==> src/rtl/ex_mem_stage.sv <==
// ex_mem_stage: EX/MEM pipeline register downstream of the 16-bit ALU.
// Registers the ALU result, store data, destination and memory/write-back
// enables. Holds the architectural [Z N V] flags, resolves BEZ branches into
// a one-cycle redirect pulse, and runs a squash window that kills the younger
// in-flight instructions. Illegal ALU codes are recorded in a sticky flag.
//
// Ports:
//   CLK, RST                        clock, asynchronous active-low reset
//   Stall                           hold stage (BranchTaken still clears)
//   InValid, CodeULA, Res, FlagReg  EX slot: valid, ALU opcode, result, [Z N V]
//   RegDstIn, RegWrIn, MemRdIn,
//   MemWrIn, StoreDataIn            EX control and store payload
//   ResOut, StoreDataOut, RegDstOut,
//   RegWrOut, MemRdOut, MemWrOut,
//   ValidOut                        registered MEM slot
//   Flags                           architectural status [Z N V]
//   BranchTaken, BranchTarget       redirect pulse and PC
//   Squash                          combinational: squash counter nonzero
//   IllegalOp                       sticky illegal-opcode flag
module ex_mem_stage #(
    parameter int unsigned DATA_W       = 16,
    parameter int unsigned REG_AW       = 3,
    parameter int unsigned FLUSH_CYCLES = 2
) (
    input  logic              CLK,
    input  logic              RST,
    input  logic              Stall,
    input  logic              InValid,
    input  logic [3:0]        CodeULA,
    input  logic [DATA_W-1:0] Res,
    input  logic [2:0]        FlagReg,
    input  logic [REG_AW-1:0] RegDstIn,
    input  logic              RegWrIn,
    input  logic              MemRdIn,
    input  logic              MemWrIn,
    input  logic [DATA_W-1:0] StoreDataIn,
    output logic [DATA_W-1:0] ResOut,
    output logic [DATA_W-1:0] StoreDataOut,
    output logic [REG_AW-1:0] RegDstOut,
    output logic              RegWrOut,
    output logic              MemRdOut,
    output logic              MemWrOut,
    output logic              ValidOut,
    output logic [2:0]        Flags,
    output logic              BranchTaken,
    output logic [DATA_W-1:0] BranchTarget,
    output logic              Squash,
    output logic              IllegalOp
);

    localparam int unsigned CNT_W = 3;
    localparam logic [CNT_W-1:0] FLUSH_INIT = CNT_W'(FLUSH_CYCLES);
    localparam logic [3:0] CODE_BEZ = 4'b0110;

    logic [CNT_W-1:0] squashCnt;
    logic squashIdle;
    logic effValid;
    logic isBez;
    logic flagUpd;
    logic takeBranch;
    logic illegalSeen;

    // Slot qualification and branch decode for the instruction now in EX.
    always_comb begin
        squashIdle  = (squashCnt == '0);
        isBez       = (CodeULA == CODE_BEZ);
        effValid    = InValid & squashIdle & ~CodeULA[3];
        flagUpd     = effValid & (CodeULA <= 4'b0101);
        takeBranch  = effValid & isBez & FlagReg[2];
        illegalSeen = InValid & squashIdle & CodeULA[3];
    end

    assign Squash = ~squashIdle;

    // Stage registers; the redirect pulse self-clears even while stalled.
    always_ff @(posedge CLK or negedge RST) begin
        if (!RST) begin
            ResOut       <= '0;
            StoreDataOut <= '0;
            RegDstOut    <= '0;
            RegWrOut     <= 1'b0;
            MemRdOut     <= 1'b0;
            MemWrOut     <= 1'b0;
            ValidOut     <= 1'b0;
            Flags        <= 3'b000;
            BranchTaken  <= 1'b0;
            BranchTarget <= '0;
            squashCnt    <= '0;
            IllegalOp    <= 1'b0;
        end else begin
            BranchTaken <= 1'b0;
            if (!Stall) begin
                ResOut       <= Res;
                StoreDataOut <= StoreDataIn;
                RegDstOut    <= RegDstIn;
                ValidOut     <= effValid;
                // BEZ never writes registers or memory.
                RegWrOut     <= RegWrIn & effValid & ~isBez;
                MemRdOut     <= MemRdIn & effValid & ~isBez;
                MemWrOut     <= MemWrIn & effValid & ~isBez;
                if (flagUpd) begin
                    Flags <= FlagReg;
                end
                if (takeBranch) begin
                    BranchTaken  <= 1'b1;
                    BranchTarget <= Res;
                    squashCnt    <= FLUSH_INIT;
                end else if (!squashIdle) begin
                    squashCnt <= squashCnt - CNT_W'(1);
                end
                if (illegalSeen) begin
                    IllegalOp <= 1'b1;
                end
            end
        end
    end

endmodule

==> config.mk <==
export PLATFORM = sky130hd
export DESIGN_NAME = ex_mem_stage
export DESIGN_NICKNAME = d
export VERILOG_FILES = /design/src/rtl/ex_mem_stage.sv
export SDC_FILE = /design/constraint.sdc
export NUM_CORES = 1
export LEC_CHECK = 0
export ABC_CLOCK_PERIOD_IN_PS = 2200
export CORE_MARGIN = 2
export CORE_UTILIZATION = 30
export CTS_CLUSTER_DIAMETER = 80
export DETAILED_ROUTE_END_ITERATION = 6
export GPL_ROUTABILITY_DRIVEN = 0
export HOLD_SLACK_MARGIN = 0.1
export PLACE_DENSITY_LB_ADDON = 0.12
export SYNTH_ARGS = -nofsm -noshare
export SYNTH_HDL_FRONTEND = slang
export SYNTH_SLANG_ARGS = --single-unit
==> constraint.sdc <==
create_clock -name CLK -period 2.2 [get_ports CLK]
set_input_delay 0.22 -clock CLK [delete_from_list [all_inputs] [get_ports CLK]]
set_output_delay 0.22 -clock CLK [all_outputs]
set_load 0.01 [all_outputs]
==> impl_metrics.csv <==
group,metric,value,unit
floorplanning,initial_core_util,0.307,
logic_synthesis,synth_top_area_share,0.631,
sta,setup_viol,0,
sta,timing.setup.tns,0,ns
sta,skew,0.00303,ns
logic_synthesis,avgSynthCellArea,16.7,um2
sta,hold_violations,0,
status,status,"finished clean",
cts,clk_path_buf_depth,2,
logic_synthesis,synth_edf_count,0,
hold_path,min_path_type,"in -> reg",
critical_path,crit_fanout,6,
floorplanning,die_y,95.3,um
critical_path,cp_slowest_cell,"clkdlybuf4s50_1",
detailed_routing,drt_iter0_markers,33,
logic_synthesis,synth_most_common_cell,"dfrtp_1",
detailed_routing,num_vias,1641,
logic_synthesis,synth-xor-area-share,0.00350,
logic_synthesis,ys.flop_type,"dfrtp_1",
logic_synthesis,synthMuxAreaShare,0.271,
flow_run,cap_violations,0,
critical_path,worstSetupPathType,"reg -> out",
sta,worstMarginPinSlew,0.610,ns
logic_synthesis,async_reset_ff_frac,1.00,
detailed_routing,first_pass_iters,2,
cells_and_area,diodes,0,
placement,detailedPlace.worstSlack,0.169,ns
cts,path_clk_slew,0.06,ns
global_routing,grt_overflow_total,0,
cts,post_cts.repair.setup_buffers,0,
global_routing,grt_pass1_wl,8550,um
global_routing,grt_max_degree,64,
global_routing,grt_pass1_vias,1753,
global_routing,gr-usage-all-layers,0.126,
placement,io_buffers,109,
detailed_routing,antenna_left,0,
logic_synthesis,synth_top_family_by_area,"multiplexers",
cts,htree_levels,3,
cells_and_area,fin_nets,318,
detailed_routing,avgViaCountPerCell,4.36,
critical_path,worstPathArrival,1.83,ns
critical_path,cp_cell_sequence,"inv_1 -> ha_1 -> ha_1 -> buf_4 -> inv_1 -> clkdlybuf4s50_1",
cts,root_buffer,"clkbuf_8",
placement,hpwl,3710,um
cts,cts.sinks,63,
floorplanning,fp.dieArea,9080,um2
logic_synthesis,synth_compound_area_frac,0.0230,
floorplanning,fp.dieW,95.3,um
power_and_ir_drop,p_leak,1.67,nW
critical_path,cp_slowest_stage_delay,0.52,ns
sta,final_max_slew_viol_count,0,
floorplanning,row_count,33,
power_and_ir_drop,max-vdd-ir-drop,0.344,mV
detailed_routing,wirelength,5420,um
logic_synthesis,syn_inst,150,
detailed_routing,drc,0,
global_routing,antenna_found_initial,0,
critical_path,r2r-start,"squashCnt[0]$_DFFE_PN0P_",
hold_path,hold_start,"Stall",
sta,fin_ws,0.153,ns
critical_path,worstPathRequired,1.98,ns
logic_synthesis,synth_area_leader_cell,"dfrtp_1",
cts,cts_buffers,9,
logic_synthesis,synth-seq-cells,63,
sta,layout_min_cycle_time,2.05,ns
cells_and_area,drive_gt1_frac,0.273,
critical_path,setup.worst_path.start_class,"register",
power_and_ir_drop,powerDensity,800,nW/um2
floorplanning,core,8130,um2
logic_synthesis,synthTopCellsByArea,"dfrtp_1 63%, mux2_2 17%, mux2_4 9.6%, a22o_1 1.1%, ha_1 1.0%",
critical_path,crit_path_start,"squashCnt[0]$_DFFE_PN0P_",
detailed_routing,wl_per_cell,14.4,um
critical_path,end_kind,"primary output",
logic_synthesis,netlist_top_cells_count,"63 x dfrtp_1, 38 x mux2_2, 16 x mux2_4, 5 x inv_1, 4 x buf_2",
logic_synthesis,synth_cell_type_count,23,
cts,cts_tree,"done",
floorplanning,ios,110,
sta,max_freq,488,MHz
logic_synthesis,ys_warn_count,0,
logic_synthesis,netlist_area,2500,um2
logic_synthesis,synthAdderAreaFrac,0.0100,
cts,insertion_delay,0.32,ns
logic_synthesis,seq_area_frac_synth,0.631,
cells_and_area,synthToLayoutAreaGrowth,55.0,%
sta,slew_headroom,0.590,
logic_synthesis,synthesis.nets,201,
power_and_ir_drop,fin_total_pwr,3.10,mW
sta,rsz0062_at_grt,"false",
sta,post-route-period-util,0.931,
logic_synthesis,synthSimpleGateAreaFrac,0.0305,
state kept, by name, indices dropped and copies added, names as in the netlist:
| name | cells |
|---|---|
| MemRdOut | 1 |
| BranchTaken | 1 |
| StoreDataOut | 16 |
| Flags | 3 |
| ResOut | 16 |
| ValidOut | 1 |
| IllegalOp | 1 |
| RegWrOut | 1 |
| MemWrOut | 1 |
| squashCnt | 3 |
| RegDstOut | 3 |
| BranchTarget | 16 |
cell families after synthesis:
| logic type | after synthesis |
|---|---|
| and+or+nand+nor | 10 |
| AOI/OAI and AO/OA | 7 |
| adders and majority gates | 2 |
| DFF | 63 |
| buffers and inverters | 12 |
| muxes | 55 |
| xor gates and xnor gates | 1 |
routing by layer:
metal	global-route usage	share of wire	routed length (um)	vias to the layer above
met2	0.189	0.44	2410	64
met1	0.156	0.44	2380	808
met4	0.0616	0.019	104	0
li1	-	-	-	760
met5	0	0	0	-
met3	0.0538	0.097	528	9
placed cells by master, fill, tap and decap left out, types with 2 or more instances in the layout:
| master | synthesis | layout |
|---|---|---|
| mux2_2 | 38 | 38 |
| buf_4 | 0 | 2 |
| dfrtp_1 | 63 | 63 |
| mux2_4 | 16 | 16 |
| ha_1 | 2 | 2 |
| a22o_1 | 3 | 3 |
| clkbuf_8 | 0 | 12 |
| buf_2 | 4 | 2 |
| nand2_1 | 3 | 3 |
| clkbuf_1 | 0 | 3 |
| inv_1 | 5 | 5 |
| nor2_1 | 2 | 2 |
| clkdlybuf4s50_1 | 0 | 107 |
critical path: cells and delay by family (launching register included):
family	cells	cell delay, ns
flip-flops	1	0.36
adder cells (fa/ha/maj)	2	0.37
buffers and inverters	4	0.78
area by class of cell:
class / instances / area (um2)
Clock buffer: 15 / 176
Fill cell: 723 / 4260
Inverter: 5 / 18.8
Multi-Input combinational cell: 75 / 846
Sequential cell: 63 / 1580
Tap cell: 105 / 131
Timing Repair Buffer: 113 / 1130
path summary, 6_finish.rpt:
| check | to | slack [ns] | depth (start not counted) |
|---|---|---|---|
| max | Squash | 0.15 | 6 |
| min | ValidOut$_DFFE_PN0N_ | 0.27 | 3 |
| max reg2reg | BranchTarget[10]$_DFFE_PN0P_ | 0.20 | 6 |
| min reg2reg | IllegalOp$_DFFE_PN0P_ | 0.47 | 1 |
| max in group asynchronous | ResOut[15]$_DFFE_PN0N_ | 1.47 | 3 |
| min in group asynchronous | ResOut[4]$_DFFE_PN0N_ | 0.43 | 3 |
report_power, final:
part           leakage (nW)  switching (mW)  internal, mW
combinational         0.797           0.287         0.517
clock                0.0898           0.395         0.497
sequential            0.786          0.0814          1.32
total                  1.67           0.764          2.34
per-stage QoR:
step           hold slack [ns]  area (um2)   util  std cells
2_1_floorplan          -0.0756        2500      -        150
4_1_cts                  0.261        3870  0.476        376
3_3_place_gp             0.268        3690  0.453        360
6_report                 0.265        3870  0.476        376
5_1_grt                  0.267        3870  0.476        376
3_5_place_dp             0.265        3690  0.453        360
repair_timing:
action | 4_1_cts | 5_1_grt
hold buffers | 1 | 0
hold endpoints to repair | 63 | 0
gates resized for setup | 0 | 0
No activity file was read; power rests on OpenSTA's default activity.
